$ cat config.mk
export PLATFORM = sky130hd
export DESIGN_NAME = regfile_wb_arbiter
export DESIGN_NICKNAME = d
export VERILOG_FILES = /design/src/rtl/regfile_pkg.sv /design/src/rtl/rr_arbiter.sv /design/src/rtl/regfile_wb_arbiter.sv
export SDC_FILE = /design/constraint.sdc
export NUM_CORES = 1
export LEC_CHECK = 0
export CAP_MARGIN = 40
export CORE_MARGIN = 1
export CORE_UTILIZATION = 45
export CTS_CLUSTER_DIAMETER = 30
export DETAILED_ROUTE_END_ITERATION = 8
export PLACE_DENSITY_LB_ADDON = 0.1
export REMOVE_ABC_BUFFERS = 1
export SETUP_SLACK_MARGIN = 0.4
export SYNTH_ARGS = -nofsm -noshare
export SYNTH_HDL_FRONTEND = slang
export SYNTH_SLANG_ARGS = --single-unit
export TNS_END_PERCENT = 20
$ cat constraint.sdc
create_clock -name clock -period 6.3 [get_ports clock]
set_input_delay 0.945 -clock clock [delete_from_list [all_inputs] [get_ports clock]]
set_output_delay 0.945 -clock clock [all_outputs]
set_load 0.01 [all_outputs]
$ cat src/rtl/regfile_pkg.sv
// Shared constants for the register-file write-back path.
//   NUM_REQ  : default number of write-back requesters
//   DATA_W   : register data width
//   ADDR_W   : register index width
//   NUM_REGS : architectural register count (scoreboard width)
//   REG_ZERO : hard-wired zero register index
package regfile_pkg;

  localparam int unsigned NUM_REQ  = 3;
  localparam int unsigned DATA_W   = 32;
  localparam int unsigned ADDR_W   = 5;
  localparam int unsigned NUM_REGS = 32;
  localparam logic [ADDR_W-1:0] REG_ZERO = '0;

  // Pointer width that stays legal for a single requester.
  function automatic int unsigned ptr_width(input int unsigned n);
    return (n > 1) ? $clog2(n) : 1;
  endfunction

endpackage

$ cat src/rtl/rr_arbiter.sv
// Combinational round-robin arbiter.
// Picks the first asserted request at or above ptr_i, wrapping modulo NUM_REQ.
//   req_i    : request vector
//   ptr_i    : search start index (0..NUM_REQ-1)
//   grant_o  : one-hot grant, zero when no request
//   winner_o : index of the granted requester (0 when none)
//   valid_o  : at least one request present
module rr_arbiter
  import regfile_pkg::*;
#(
  parameter int unsigned NUM_REQ = regfile_pkg::NUM_REQ,
  parameter int unsigned PTR_W   = ptr_width(NUM_REQ)
) (
  input  logic [NUM_REQ-1:0] req_i,
  input  logic [PTR_W-1:0]   ptr_i,
  output logic [NUM_REQ-1:0] grant_o,
  output logic [PTR_W-1:0]   winner_o,
  output logic               valid_o
);

  logic [PTR_W:0]   sum;
  logic [PTR_W-1:0] idx;

  always_comb begin
    grant_o  = '0;
    winner_o = '0;
    valid_o  = 1'b0;
    sum      = '0;
    idx      = '0;
    for (int unsigned off = 0; off < NUM_REQ; off++) begin
      // One extra bit holds ptr+off before the modulo wrap (sum < 2*NUM_REQ).
      sum = {1'b0, ptr_i} + (PTR_W + 1)'(off);
      if (sum >= (PTR_W + 1)'(NUM_REQ)) begin
        sum = sum - (PTR_W + 1)'(NUM_REQ);
      end
      idx = sum[PTR_W-1:0];
      if (!valid_o && req_i[idx]) begin
        valid_o       = 1'b1;
        grant_o[idx]  = 1'b1;
        winner_o      = idx;
      end
    end
  end

endmodule

$ cat src/rtl/regfile_wb_arbiter.sv
// Write-back arbiter for the shared register-file write port, plus the
// RAW-hazard pending scoreboard.
//   clock, ctrl_reset_n : clock, async active-low reset
//   ctrl_stall          : suppresses all grants
//   req_valid/req_ready : per-requester handshake (ready is combinational)
//   req_reg/req_data    : packed per-requester destination and data
//   mark_valid/mark_reg : issue-time destination marking
//   pending             : outstanding-write scoreboard, bit 0 always 0
//   ctrl_writeEnable, ctrl_writeReg, data_writeReg, wb_grant : registered write port
module regfile_wb_arbiter
  import regfile_pkg::*;
#(
  parameter int unsigned NUM_REQ = regfile_pkg::NUM_REQ,
  parameter int unsigned DATA_W  = regfile_pkg::DATA_W,
  parameter int unsigned ADDR_W  = regfile_pkg::ADDR_W
) (
  input  logic                        clock,
  input  logic                        ctrl_reset_n,
  input  logic                        ctrl_stall,
  input  logic [NUM_REQ-1:0]          req_valid,
  output logic [NUM_REQ-1:0]          req_ready,
  input  logic [NUM_REQ*ADDR_W-1:0]   req_reg,
  input  logic [NUM_REQ*DATA_W-1:0]   req_data,
  input  logic                        mark_valid,
  input  logic [ADDR_W-1:0]           mark_reg,
  output logic [NUM_REGS-1:0]         pending,
  output logic                        ctrl_writeEnable,
  output logic [ADDR_W-1:0]           ctrl_writeReg,
  output logic [DATA_W-1:0]           data_writeReg,
  output logic [NUM_REQ-1:0]          wb_grant
);

  localparam int unsigned PTR_W = ptr_width(NUM_REQ);

  logic [PTR_W-1:0]    rr_ptr_q, rr_ptr_d;
  logic [NUM_REGS-1:0] pending_q, pending_d;
  logic                we_q, we_d;
  logic [ADDR_W-1:0]   wreg_q, wreg_d;
  logic [DATA_W-1:0]   wdata_q, wdata_d;
  logic [NUM_REQ-1:0]  grant_q, grant_d;

  logic [NUM_REQ-1:0]  arb_grant;
  logic [PTR_W-1:0]    arb_winner;
  logic                arb_valid;
  logic                accept;
  logic [ADDR_W-1:0]   sel_reg;
  logic [DATA_W-1:0]   sel_data;

  rr_arbiter #(
    .NUM_REQ (NUM_REQ),
    .PTR_W   (PTR_W)
  ) u_rr_arbiter (
    .req_i    (req_valid),
    .ptr_i    (rr_ptr_q),
    .grant_o  (arb_grant),
    .winner_o (arb_winner),
    .valid_o  (arb_valid)
  );

  always_comb begin
    accept    = arb_valid && !ctrl_stall && ctrl_reset_n;
    req_ready = accept ? arb_grant : '0;
    sel_reg   = req_reg[int'(arb_winner) * ADDR_W +: ADDR_W];
    sel_data  = req_data[int'(arb_winner) * DATA_W +: DATA_W];
  end

  always_comb begin
    rr_ptr_d = rr_ptr_q;
    we_d     = 1'b0;
    wreg_d   = wreg_q;
    wdata_d  = wdata_q;
    grant_d  = '0;
    if (accept) begin
      rr_ptr_d = (arb_winner == PTR_W'(NUM_REQ - 1)) ? '0 : arb_winner + 1'b1;
      we_d     = (sel_reg != REG_ZERO);
      wreg_d   = sel_reg;
      wdata_d  = sel_data;
      grant_d  = arb_grant;
    end
  end

  // Clear first, then set: a newer producer issued in the same cycle wins.
  always_comb begin
    pending_d = pending_q;
    if (accept) begin
      pending_d[sel_reg] = 1'b0;
    end
    if (mark_valid && (mark_reg != REG_ZERO)) begin
      pending_d[mark_reg] = 1'b1;
    end
    pending_d[0] = 1'b0;
  end

  always_ff @(posedge clock or negedge ctrl_reset_n) begin
    if (!ctrl_reset_n) begin
      rr_ptr_q  <= '0;
      pending_q <= '0;
      we_q      <= 1'b0;
      wreg_q    <= '0;
      wdata_q   <= '0;
      grant_q   <= '0;
    end else begin
      rr_ptr_q  <= rr_ptr_d;
      pending_q <= pending_d;
      we_q      <= we_d;
      wreg_q    <= wreg_d;
      wdata_q   <= wdata_d;
      grant_q   <= grant_d;
    end
  end

  assign pending          = pending_q;
  assign ctrl_writeEnable = we_q;
  assign ctrl_writeReg    = wreg_q;
  assign data_writeReg    = wdata_q;
  assign wb_grant         = grant_q;

endmodule

# Word level (Yosys, flattened, before mapping)
# Cells that the tools add are included.
dict set report totals {
  regBits 74
  latchBits 0
  mem_bits_rw 0
  rom_bits 0
  in_bits 123
  output_inout_bits 76
  elab_cells 82
  n_memories 0
}
dict set report classes {
  n_addsub 6
  n_mul 1
  div_mod_pow 0
  n_lt_le_gt_ge 13
  eq_ne 1
  shifts 2
  n_mux 33
  bitwise 5
  reduce_logical 15
}
# operator n
set op_table {}
lappend op_table {{$shiftx A96 B8 Y32} 1}
lappend op_table {{$mux W32} 2}
lappend op_table {{$and A32 B32 Y32} 1}
lappend op_table {{$not A32 Y32} 1}
lappend op_table {{$or A32 B32 Y32} 1}
lappend op_table {{$shiftx A15 B6 Y5} 1}
lappend op_table {{$mux W2} 7}
lappend op_table {{$lt A5 B6 Y1 const B} 2}
lappend op_table {{$mux W1} 12}
lappend op_table {{$mux W3} 4}
lappend op_table {{$demux W1 S5} 2}
lappend op_table {{$ge A5 B1 Y1 const B} 2}
lappend op_table {{$logic_and A1 B1 Y1} 10}
lappend op_table {{$reduce_bool A5 Y1} 2}
lappend op_table {{$lt A2 B3 Y1 const B} 3}
lappend op_table {{$bmux W1 S2} 3}
lappend op_table {{$demux W1 S2} 3}
lappend op_table {{$ge A2 B1 Y1 const B} 3}
lappend op_table {{$ge A3 B2 Y1 const B} 2}
lappend op_table {{$or A3 B3 Y3} 2}
lappend op_table {{$sub A2 B2 Y2 const B} 3}
lappend op_table {{$mul A2 B3 Y5 const B} 1}
lappend op_table {{$add A2 B1 Y3 const B} 1}
lappend op_table {{$add A2 B2 Y3 const B} 1}
lappend op_table {{other kinds (4)} 6}

# Depth between registers and ports, before layout
# Gate-level depths: netlist of run 1.
dict set report logic_depth {
  word_depth 22
  ltp_mapped 13
}

# Cells and area by module
# From an unflattened synthesis of run 1, not the netlist that was laid out.
dict set report hier_totals {
  hier_cells 493
  hier_area_um2 4431.8
}
# module n_inst cells_per_inst area_each_um2 seq_area_each_um2
set modules_own_cells {}
lappend modules_own_cells {regfile_wb_arbiter 1 452 4150.2 1851.8}
lappend modules_own_cells {rr_arbiter 1 41 281.5 0.0}

# Worst setup path before layout of run 1
# No wires, ideal clock.
dict set report synth_path {
  kind {in2out}
  start {input req_valid[1]}
  end {output req_ready[2]}
  t_arrival_ps 2395
  required_time_ps 5355
  path_slack_ps 2960
  path_stages 6
  n_path_buf 2
  path_cell_list {mux2i_1 > mux2i_2 > o311ai_0 > clkbuf_1 > clkbuf_1 > a211oi_1}
}
dict set report synth_between {
  elab_chain_len 12
}
# element line
set synth_lines {}
lappend synth_lines {{from (decl)} regfile_wb_arbiter.sv:20} ;# input logic [NUM_REQ-1:0] req_valid,
lappend synth_lines {{$bmux W1 S2} rr_arbiter.sv:37} ;# if (!valid_o && req_i[idx]) begin
lappend synth_lines {{$mux W1 (not written as such)} rr_arbiter.sv:37}
lappend synth_lines {{$mux W1} rr_arbiter.sv:37}
lappend synth_lines {{$logic_not A1 Y1} rr_arbiter.sv:37}
lappend synth_lines {{$logic_and A1 B1 Y1} rr_arbiter.sv:37}
lappend synth_lines {{$mux W1} rr_arbiter.sv:37}
lappend synth_lines {{$logic_not A1 Y1} rr_arbiter.sv:37}
lappend synth_lines {{$logic_and A1 B1 Y1} rr_arbiter.sv:37}
lappend synth_lines {{$mux W1} rr_arbiter.sv:37}
lappend synth_lines {{$logic_and A1 B1 Y1 (2 in series)} regfile_wb_arbiter.sv:61} ;# accept = arb_valid && !ctrl_stall && ctrl_reset_n;
lappend synth_lines {{$mux W3 (*)} regfile_wb_arbiter.sv:62} ;# req_ready = accept ? arb_grant : '0;
lappend synth_lines {{to (decl)} regfile_wb_arbiter.sv:21} ;# output logic [NUM_REQ-1:0] req_ready,
# Mark *: on every way between the ends. The rest lies on a longest branch, timed or not. The select of a mux whose other input is x is not followed.

# Worst setup path in the final report of run 1
dict set report layout_path {
  start {input req_valid[1]}
  end {output req_ready[1]}
}
# Same word-level chain as after synthesis.

==> impl_metrics.tcl, run 1 <==
set metrics [dict create \
    result_of_the_run "finished, final reports clean" \
    drive_above_1_share_pct 5.40 \
    switching_share_pct 43.0 \
    power.switching_uw 1390 \
    core_util_final_pct 72.9 \
    timing.slew.headroom_pct 43.2 \
    numCtsBuffers 9 \
    clkLatencyLatePin_ps 350 \
    tritoncts "done" \
    comb_power_share_pct 61.6 \
    drv_cap 0 \
    period_share_pct 67.4 \
    yosys_most_used_dff "dfrtp_1" \
    fillerInstances 692 \
    clock_slew_at_the_register_clock_pins_of_the_worst_setup_and_hold_paths_ps 70 \
    drt_pass1_iterations 6 \
    post_cts_setup_repair_buffer_count 0 \
    grt_first_pass_wirelength_um 21000 \
    buffer_ports.inserted 197 \
    die_h_um 98.7 \
    detail-route-antenna-nets 0 \
    root_buffer "clkbuf_8" \
    synth-seq-area-share_pct 44.0 \
    ys.warnings.count 0 \
    cp_num_buf_inv 2 \
    globalRouteTotalUtil_pct 27.3 \
    number_of_placement_rows 34 \
    globalRoute.totalOverflow 0 \
    floorplan.core_area_sq_mm 0.00889 \
    die_area_sq_mm 0.00974 \
    postLayoutCellArea_sq_mm 0.00648 \
    detailedRoute.firstIterationViolations 150 \
    layout.nets 770 \
    mostFrequentLayoutCell "clkdlybuf4s50_1" \
    reg2regPathDepth 11 \
    worst_setup_path_end_kind "primary output" \
    crit_top_cell "clkdlybuf4s50_1" \
    whs_ps 480 \
    path_class "input port to primary output" \
    ios 199 \
    cp_data_required_time_ps 5350 \
    rsz0062_at_grt "false" \
    worst_hold_path_type "flop to flop" \
    grt_pass1_vias 4166 \
    cts_resized 0 \
    timing.critical_path.slowest_stage_cell "clkdlybuf4s50_1" \
    cts_buffer_depth 2 \
    worst_setup_path_start_kind "input port" \
    post_drt_via_cell_ratio 5.68 \
    pwr_density_cell_mw_per_mm2 499 \
    synth_edf_count 0 \
    layout.cells.most_common_list "clkdlybuf4s50_1 (196), dfrtp_1 (74), nand2_1 (69), nor2_1 (43), a211oi_1 (36)" \
    grt_antenna_before_repair 0 \
    async_reset_ff_share_pct 100 \
    largest_net_degree_at_the_start_of_global_routing 81 \
    worstPathMaxFanout 8 \
    placed_area_sq_mm 0.00626 \
    place.detailed.hpwl_um 9980 \
    fmax_mhz 235 \
    synth_area_sq_mm 0.00421 \
    cts_max_level 3 \
    crit_path_cell_trace "clkdlybuf4s50_1, mux2i_1, mux2i_2, o311ai_2, a211oi_1, clkdlybuf4s50_1" \
    route.detailed.wl_per_inst_um 17.7 \
    ys_top_cells_by_area "dfrtp_1 (44%), mux2i_1 (8.3%), a211oi_1 (6.4%)" \
    worstMarginPinSlew_ps 850 \
    drcViolationCount 0 \
    finalCriticalPeriod_ps 4250 \
    number_of_hold_violations_in_the_final_report 0 \
    holdBufCountCts 0 \
    critical_path.top_delay_family "buffers and inverters" \
    power.internal_uw 1840 \
    sequentialPowerShare_pct 25.3 \
    ys_seq_elements 74 \
    synth_top_cell_area_share_pct 44.0 \
    critical_path_depth_in_cells 6 \
    synth.largest_area_cell "dfrtp_1" \
    final.setup_skew_ps 10.3 \
    setup_violations 0 \
    placedCellCount 740 \
    place.gp.congestion 0.867 \
    hold-path-cell-count 1 \
    route.vias.total 4293 \
    maxSlewViolCount 0 \
    initial_utilization_pct 47.3 \
    clkSinkCount 74 \
    syn_avg_cell_area_sq_um 9.16 \
    slowest_delay_ps 600 \
    worstPathArrival_ps 3300 \
    syn2layout_area_growth_pct 54.1 \
    pwr-share-clk_pct 13.0 \
    power_leakage_uw 0.00295 \
    fin_cells 756 \
    insertedDiodeCount 0 \
    post_synth_inst_count 459 \
    chipWidth_um 98.7 \
    routed_wirelength_um 13400 \
    worst_ir_drop_vdd_mv 0.272 \
    yosysUniqueCellTypes 51 \
]
[cell families after synthesis]
kind of cell / share of synthesized area [%]
compound gates: 24.6
fa+ha+maj: 1.19
simple gates: 16.1
mux: 9.73
other cells: 0.0891
buf+inv: 4.28
flops: 44.0
[cell type report]
class                      count  area [sq um]  area share (%)
clock inverter                 6          90.1            1.39
inverter                      12          45.0           0.695
clock buffer                  10           138            2.12
timing repair buffer         201          2030            31.3
sequential                    74          1850            28.6
tap                          108           135            2.08
multi-input combinational    345          2190            33.8
[sequential cells by signal, summed over array words and instances, names as in the netlist]
name              cells
rr_ptr_q              2
ctrl_writeReg         5
wb_grant              3
data_writeReg        32
pending              31
ctrl_writeEnable      1
[per-layer routing]
metal | track usage [%] | vias up | wire length [um]
li1 | - | 2029 | -
met4 | 9.18 | 0 | 233
met3 | 5.60 | 20 | 1070
met1 | 34.6 | 2041 | 5280
met5 | 0 | - | 0
met2 | 46.7 | 203 | 6800
[power groups by stage]
stage          Combinational (uW)  Clock [uW]  Sequential, uW
6_report                     1990         421             819
5_1_grt                      2150         445             843
4_1_cts                      1990         427             820
3_5_place_dp                 1990           0             824
3_3_place_gp                 1920           0             820
2_1_floorplan                1050           0             915
[worst paths after layout]
| path | slack, ps | to | from |
|---|---|---|---|
| setup reg to reg | 2570 | pending[17] | rr_ptr_q[1] |
| setup / recovery | 2050 | req_ready[1] | req_valid[1] |
| min in group asynchronous | 530 | wb_grant[1] | ctrl_reset_n |
| hold reg to reg | 480 | data_writeReg[10] | data_writeReg[10] |
| hold / removal | 480 | data_writeReg[10] | data_writeReg[10] |
| max in group asynchronous | 5190 | pending[21] | ctrl_reset_n |
[cell usage after synthesis (6+ instances only)]
library cell,n
o21ai_1,14
inv_1,11
nand2_1,70
o21ai_0,25
a21o_1,33
buf_2,9
a211oi_1,36
dfrtp_1,74
mux2i_1,35
nor2_1,43
clkbuf_1,11
nand3_1,9
a22oi_1,6
[per-stage QoR]
stage          setup TNS, ps  setup slack (ps)  total power, uW
2_1_floorplan        -217870             -3460             1960
3_3_place_gp               0              2150             2740
3_5_place_dp               0              2060             2810
4_1_cts                    0              2060             3240
5_1_grt                    0              1920             3440
6_report                   0              2050             3230
Note: power is estimated with default switching activity, not from simulation.
==> run 2, diff against run 1 <==
- CORE_UTILIZATION: 45 -> 38
- clock period: 6.3 -> 3.6 ns (I/O delays scaled with it)
==> impl_metrics.tcl, run 2 (synthesized netlist as in run 1, its figures left out) <==
set metrics [dict create \
    floorplan.core_area_sq_mm 0.0108 \
    insertedDiodeCount 0 \
    pwr-share-clk_pct 11.0 \
    clock_slew_at_the_register_clock_pins_of_the_worst_setup_and_hold_paths_ps 80 \
    worst_ir_drop_vdd_mv 0.450 \
    numCtsBuffers 9 \
    cp_num_buf_inv 2 \
    crit_top_cell "buf_4" \
    grt_first_pass_wirelength_um 20700 \
    clkSinkCount 74 \
    chipWidth_um 107 \
    critical_path.top_delay_family "compound AO/OA/AOI/OAI gates" \
    layout.nets 796 \
    finalPower_uw 6060 \
    cp_data_required_time_ps 3830 \
    buffer_ports.inserted 197 \
    number_of_hold_violations_in_the_final_report 0 \
    maxSlewViolCount 0 \
    comb_power_share_pct 65.3 \
    ios 199 \
    max_reg_flops 32 \
    drive_above_1_share_pct 12.6 \
    fmax_mhz 319 \
    worst_hold_path_type "input port to asynchronous set/reset pin" \
    cts_buffer_depth 2 \
    power.internal_uw 3460 \
    core_util_final_pct 63.7 \
    final_critical_path_setup_slack_ps 466 \
    sequentialPowerShare_pct 23.7 \
    clkLatencyLatePin_ps 350 \
    die_area_sq_mm 0.0115 \
    drv_cap 0 \
    worst_setup_path_start_kind "flop" \
    fin_cells 814 \
    mostFrequentLayoutCell "clkdlybuf4s50_1" \
    worst_setup_path_end_kind "flop" \
    globalRoute.totalOverflow 0 \
    final.setup_skew_ps 12.5 \
    slowest_delay_ps 470 \
    timing.slew.headroom_pct 41.0 \
    rsz0062_at_grt "false" \
    number_of_placement_rows 38 \
    layout.cells.most_common_list "clkdlybuf4s50_1 (192), dfrtp_1 (73), nand2_1 (69), nor2_1 (42), a211oi_1 (34)" \
    place.detailed.hpwl_um 9870 \
    worstMarginPinSlew_ps 883 \
    path_class "flop to flop" \
    grt_antenna_before_repair 0 \
    finalCriticalPeriod_ps 3130 \
    die_h_um 107 \
    period_share_pct 87.0 \
    cts_max_level 3 \
    routed_wirelength_um 13700 \
    detailedRoute.firstIterationViolations 238 \
    initial_utilization_pct 39.0 \
    largest_net_degree_at_the_start_of_global_routing 67 \
    pwr_density_cell_mw_per_mm2 881 \
    place.gp.congestion 0.814 \
    syn2layout_area_growth_pct 63.4 \
    crit_path_cell_trace "buf_4, ha_4, nand3b_1, o21a_2, buf_4, a311o_1, and3_4, o32a_1, or3_4, a22oi_1, o21ai_1" \
    result_of_the_run "finished, final reports clean" \
    place_worst_setup_slack_ps 82.1 \
    detail-route-antenna-nets 0 \
    tritoncts "done" \
    worstPathArrival_ps 3370 \
    grt_pass1_vias 4147 \
    root_buffer "clkbuf_8" \
    globalRouteTotalUtil_pct 23.2 \
    power_leakage_uw 0.00313 \
    drcViolationCount 0 \
    whs_ps 188 \
    timing.critical_path.slowest_stage_cell "or3_4" \
    placedCellCount 776 \
    drt_pass1_iterations 5 \
    worstPathMaxFanout 9 \
    switching_share_pct 42.8 \
    route.detailed.wl_per_inst_um 16.8 \
    holdBufCountCts 0 \
    post_drt_via_cell_ratio 5.38 \
    route.vias.total 4377 \
    setup_violations 0 \
    power.switching_uw 2590 \
]
## run 2: cell count changes in the layout (fill, tap and decap cells not counted), moves of 3 or more
cell	previous run	this run
buf_4	3	28
clkdlybuf4s50_1	196	192
dlymetal6s2s_1	0	3
mux2i_1	35	32
mux2i_4	1	4
## run 2: final timing paths
| kind | depth (start not counted) | startpoint | to | slack, ps |
|---|---|---|---|---|
| max | 11 | rr_ptr_q[1] | pending[26] | 470 |
| min | 2 | ctrl_reset_n | pending[29] | 190 |
| max reg2reg | 11 | rr_ptr_q[1] | pending[26] | 470 |
| min reg2reg | 1 | data_writeReg[31] | data_writeReg[31] | 480 |
| max in group asynchronous | 3 | ctrl_reset_n | pending[1] | 2840 |
| min in group clock | 1 | data_writeReg[31] | data_writeReg[31] | 480 |
## run 2: power by group through the flow
| stage | clock network, uW | registers [uW] | logic [uW] |
|---|---|---|---|
| final | 663 | 1440 | 3960 |
| after global routing | 714 | 1490 | 4260 |
| after floorplan | 0 | 1600 | 1830 |
| after detailed placement | 0 | 1440 | 3490 |
| after global placement | 0 | 1440 | 3440 |
| after CTS | 682 | 1440 | 3650 |
## run 2: final cells by class
| class | count | area (sq um) |
|---|---|---|
| clock inverter | 6 | 65.1 |
| fill | 940 | 3920 |
| inverter | 12 | 45.0 |
| multi-input combinational | 345 | 2370 |
| sequential | 74 | 1850 |
| clock buffer | 10 | 138 |
| tap | 140 | 175 |
| timing repair buffer | 227 | 2230 |
## run 2: timing repair
action,CTS,global route
setup buffers,5,17
gates cloned,0,0
gates resized for setup,21,19
setup endpoints to repair,67,69
pin swaps,2,7
## run 2: metrics by stage
stage	area [sq um]	TNS, ps
after floorplan	4070	-420810
after global placement	6300	0
after detailed placement	6330	0
after CTS	6650	0
after global routing	6870	0
final	6870	0
## run 2: worst reg2reg max path, stage by stage, from the launching register on
cell and delay, ps:
dfrtp_1 400, buf_4 160, ha_4 310, nand3b_1 130
o21a_2 160, buf_4 170, a311o_1 420, and3_4 180
o32a_1 360, or3_4 470, a22oi_1 190, o21ai_1 90
## run 2: per-layer routing
metal	GRT usage (%)	routed length, um
met1	28.9	5610
met2	39.9	6860
met3	4.80	851
met4	7.63	329
met5	0	0
==> RTL change 1: new RTL, flow settings as in run 2 <==
Set the package constant `REG_ZERO` to 1 (it was '0).
--- a/src/rtl/regfile_pkg.sv
+++ b/src/rtl/regfile_pkg.sv
@@ -10,7 +10,7 @@
   localparam int unsigned DATA_W   = 32;
   localparam int unsigned ADDR_W   = 5;
   localparam int unsigned NUM_REGS = 32;
-  localparam logic [ADDR_W-1:0] REG_ZERO = '0;
+  localparam logic [ADDR_W-1:0] REG_ZERO = 1;
 
   // Pointer width that stays legal for a single requester.
   function automatic int unsigned ptr_width(input int unsigned n);
Formal check against the unedited RTL: not equivalent (Yosys sat finds a counterexample within 4 cycles, from zero or initial values and one cycle with ctrl_reset_n low).
==> RTL change 1 against run 2 <==
  * The flow now finishes with violations (DRC)
  * Count of clock-buffer cells in the layout grew 1
  * Clock skew down 0.0040 ns
  * Cell count increased by 10%
  * Final area increased by 3.4%
  * Routed wire length increased by 4.0%
  * Area after synthesis is 8.5% higher
  * Sequential cell count did not move
  * Worst setup slack better by 0.044 ns
  * Global-route usage grew 0.43 points
  * Power is 2.2% lower
  * Largest cell class unchanged
  * Highest routed layer unchanged
==> RTL change 1: results (changes against run 2) <==
** Setup path
- FF-to-FF path depth :: 10 (was 11)
- The worst reg-to-reg setup slack came to 0.61 ns (was 0.47 ns).
- Slowest stage cell, crit path :: sky130_fd_sc_hd__dfrtp_1 (was sky130_fd_sc_hd__or3_4)
- The critical register-to-register path endpoint is pending[29]$_DFF_PN0_ (was pending[26]$_DFF_PN0_).
- The capture point of the critical path is req_ready[1] (was pending[26]$_DFF_PN0_).
- The maximum cell stage delay along the critical path came to 0.43 ns (was 0.47 ns).

** Placed design
- The final weighted congestion in routability-driven placement was 0.869 (was 0.814).
- Detailed placement HPWL :: 10.8 mm (was 9.87 mm)

** Power
- The peak supply drop came to 0.000417 V (was 0.000450 V).
- Switch Pwr :: 2490 uW (was 2590 uW)
- P_leak :: 0.00307 uW (was 0.00313 uW)

** Global route
- Met3 capacity usage during global routing :: 7.02% (was 4.80%)
- The fraction of met1 tracks used by global routing is 27.6% (was 28.9%).
- Via count of the first global-routing pass :: 4562 (was 4147)
- Wire length of the first global-routing pass :: 23.0 mm (was 20.7 mm)
- GRT Total Usage :: 23.6% (was 23.2%)
- Met2 capacity usage during global routing :: 40.4% (was 39.9%)

** Timing
- The final worst clock skew came to 0.00841 ns (was 0.0125 ns).
- The final worst hold slack is 0.0792 ns (was 0.188 ns).
- The relative max-transition margin was 52.6% (was 41.0%).
- The post-layout minimum cycle time was 3.09 ns (was 3.13 ns).

** Finish
- Fraction of cell area in non-clock buffers :: 29.9% (was 32.5%)
- The multi-input logic portion of the cell area was 35.3% (was 34.4%).
- Final layout net count :: 879 (was 796)
- Proportion of layout cells with a drive suffix above 1 :: 8.99% (was 12.6%)
- Non-clock inverter instance count of the final layout :: 31 (was 12)
- Sequential cell area share :: 26.1% (was 27.0%)
- Layout fillers :: 1066 (was 940)
- Multi-input combinational cell count :: 420 (was 345)
- The total area of sequential cells is 0.00185 mm^2 (about the same).
- Clock network area share :: 4.60% (was 2.95%)
- Non-clk bufs :: 216 (was 227)

** Status
- Status :: complete, but fails checks (was finished clean)
- The checks that failed: DRC.

** CTS
- The CTS root buffer is sky130_fd_sc_hd__clkbuf_16 (was sky130_fd_sc_hd__clkbuf_8).
- Post-CTS resize count :: 10 (was 21)

** Logic synthesis
- The sequential cell area fraction in the yosys report is 40.6% (was 44.0%).
- The arithmetic-cell share of the synthesized area counting full adders, half adders and majority gates came to 1.10% (was 1.19%).
- Compound-Gate Fraction of Synth Area :: 26.9% (was 24.6%)
- The number of cells produced by synthesis was 559 (was 459).
- Unique masters post-synth :: 63 (was 51)

** Route
- Met3 routed WL :: 1.04 mm (was 851 um)
- The routed metal-1 wire length is 6.11 mm (was 5.61 mm).
- The remaining design rule violation count is 9 (was 0).
- The overall routed net length came to 14.2 mm (was 13.7 mm).

** Floorplanning
- The chip width was 112 um (was 107 um).
==> RTL change 1: cell count changes in the layout (fill, tap and decap cells not counted), moves of 9 or more <==
cell and delta:
sky130_fd_sc_hd__a211oi_1 -28, sky130_fd_sc_hd__a21o_1 -32, sky130_fd_sc_hd__a21oi_1 +82, sky130_fd_sc_hd__buf_4 -9, sky130_fd_sc_hd__clkbuf_16 +9, sky130_fd_sc_hd__inv_1 +22, sky130_fd_sc_hd__mux2i_1 -24, sky130_fd_sc_hd__nand2_1 +50
sky130_fd_sc_hd__nor2_1 -15, sky130_fd_sc_hd__o21ai_0 +35, sky130_fd_sc_hd__o21ai_1 -11
==> RTL change 1: power groups by stage <==
stage	registers [uW]	logic [uW]	clock network [uW]
floorplan	1420	1950	0
global placement	1300	3500	0
detailed placement	1300	3530	0
CTS	1300	3630	1010
global route	1340	3990	1060
finish	1300	3630	989
==> RTL change 2: new RTL, settings of run 2 <==
Made on the original files. Take the reset off `pending_q` and `wdata_q` and load them in a clocked block of their own.
--- a/src/rtl/regfile_wb_arbiter.sv
+++ b/src/rtl/regfile_wb_arbiter.sv
@@ -94,19 +94,20 @@
   always_ff @(posedge clock or negedge ctrl_reset_n) begin
     if (!ctrl_reset_n) begin
       rr_ptr_q  <= '0;
-      pending_q <= '0;
       we_q      <= 1'b0;
       wreg_q    <= '0;
-      wdata_q   <= '0;
       grant_q   <= '0;
     end else begin
       rr_ptr_q  <= rr_ptr_d;
-      pending_q <= pending_d;
       we_q      <= we_d;
       wreg_q    <= wreg_d;
-      wdata_q   <= wdata_d;
       grant_q   <= grant_d;
     end
+  end
+
+  always_ff @(posedge clock) begin
+    pending_q <= pending_d;
+    wdata_q   <= wdata_d;
   end
 
   assign pending          = pending_q;
Formal check against the unedited RTL: not equivalent (a bounded check fails within 4 cycles, from zero or initial values and one cycle with ctrl_reset_n low).
==> RTL change 2 against run 2 <==
  * Area after synthesis fell by 9.1%
  * Maximum frequency fell by 0.45%
  * Power fell by 10%
  * Sequential share of layout area rose by 2.5 points
  * Final area fell by 8.3%
  * Worst setup slack got worse by 0.014 ns
  * Core utilization rose by 0.79 points
  * Sequential cell count did not move
  * Combinational power fell by 16%
  * First-iteration DRC count fell by 21%
  * Routed wire length fell by 9.3%
==> RTL change 2: results (changes against run 2) <==
** Finish
- Finished Layout Cells :: 750 (was 814)
- Proportion of layout cells with a drive suffix above 1 :: 10.2% (was 12.6%)
- Layout fillers :: 831 (was 940)
- Final layout net count :: 739 (was 796)

** Setup path
- The data arrival time of the worst path was 2.61 ns (was 3.37 ns).
- The critical register-to-register path endpoint is pending[26]$_DFF_P_ (was pending[26]$_DFF_PN0_).
- Slack of the worst reg-to-reg path :: 0.54 ns (was 0.47 ns)
- Maximum net fanout on the critical path :: 8 (was 9)
- The capture point of the critical path was req_ready[2] (was pending[26]$_DFF_PN0_).
- Slowest stage cell, crit path :: sky130_fd_sc_hd__dfrtp_2 (was sky130_fd_sc_hd__or3_4)
- The count of cells along the worst register-to-register path is 10 (was 11).

** Hold path
- The path type of the worst min-delay path is flop to flop (was input pin to async pin).

** Power
- The combinational group power was 3340 uW (was 3960 uW).
- The reported clock group power came to 604 uW (was 663 uW).
- P_leak :: 0.00242 uW (was 0.00313 uW)
- Worst ir drop on vdd :: 0.000599 V (was 0.000450 V)
- The combinational fraction of design power came to 61.3% (was 65.3%).

** Logic synthesis
- The arithmetic-cell share of the synthesized area counting full adders, half adders and majority gates came to 1.31% (was 1.19%).
- The portion of netlist area occupied by mux cells is 10.8% (was 9.73%).
- The share of flip-flops with an asynchronous set or reset after synthesis came to 14.9% (was 100%).
- The sequential cell area fraction in the yosys report is 48.6% (was 44.0%).
- Unique masters post-synth :: 55 (was 51)
- Synth top cells by count: 60 x sky130_fd_sc_hd__nand2_1, 37 x sky130_fd_sc_hd__a21oi_1, 37 x sky130_fd_sc_hd__nor2_1 (was 74 x sky130_fd_sc_hd__dfrtp_1, 70 x sky130_fd_sc_hd__nand2_1, 43 x sky130_fd_sc_hd__nor2_1).
- Instance count of the mapped netlist :: 408 (was 459)
- Top cells by area, synth: sky130_fd_sc_hd__edfxtp_1 25%, sky130_fd_sc_hd__dfxtp_1 16%, sky130_fd_sc_hd__mux2i_1 9.2% (was sky130_fd_sc_hd__dfrtp_1 44%, sky130_fd_sc_hd__mux2i_1 8.3%, sky130_fd_sc_hd__a211oi_1 6.4%).

** Placed design
- The half-perimeter wire length after detailed placement is 9.45 mm (was 9.87 mm).
- Setup WS pre-CTS :: 0.122 ns (was 0.0821 ns)

** Route
- Routed met1 length :: 5.35 mm (was 5.61 mm)
- The sum of met2 wire segment lengths after detailed routing was 5.89 mm (was 6.86 mm).
- The met3 wirelength from detailed routing was 1.02 mm (was 851 um).
- The detailed-route wire length per cell came to 16.5 um (was 16.8 um).

** Timing
- Clock skew after layout :: 0.0136 ns (was 0.0125 ns)
- The relative max-transition margin is 53.2% (was 41.0%).
- The final worst hold slack was 0.467 ns (was 0.188 ns).

** Status
- Status :: finished clean (unchanged)

** Global route
- Met2 capacity usage during global routing :: 39.7% (was 39.9%)
- Via count of the first global-routing pass :: 3645 (was 4147)
- The routing usage on met3 came to 6.02% (was 4.80%).
- GRT Total Usage :: 23.4% (was 23.2%)
- Wire length of the first global-routing pass :: 18.7 mm (was 20.7 mm)
RTL change 2: area by class of cell:
cell class	instances	area [um^2]	share of cell area [%]
tap	133	166	2.64
clock inverter	7	57.6	0.913
clock buffer	9	124	1.97
sequential	74	1860	29.5
timing repair buffer	213	2100	33.4
inverter	7	28.8	0.457
multi-input combinational	307	1960	31.1
RTL change 2: worst register-to-register path, stage by stage (launching register included):
cell	delay, ns
sky130_fd_sc_hd__dfrtp_2	0.45
sky130_fd_sc_hd__inv_2	0.10
sky130_fd_sc_hd__ha_4	0.19
sky130_fd_sc_hd__mux2_4	0.33
sky130_fd_sc_hd__mux2_4	0.33
sky130_fd_sc_hd__a311o_1	0.35
sky130_fd_sc_hd__a311o_1	0.39
sky130_fd_sc_hd__o22a_1	0.21
sky130_fd_sc_hd__or3_4	0.40
sky130_fd_sc_hd__o21ai_1	0.14
sky130_fd_sc_hd__o21ai_1	0.07
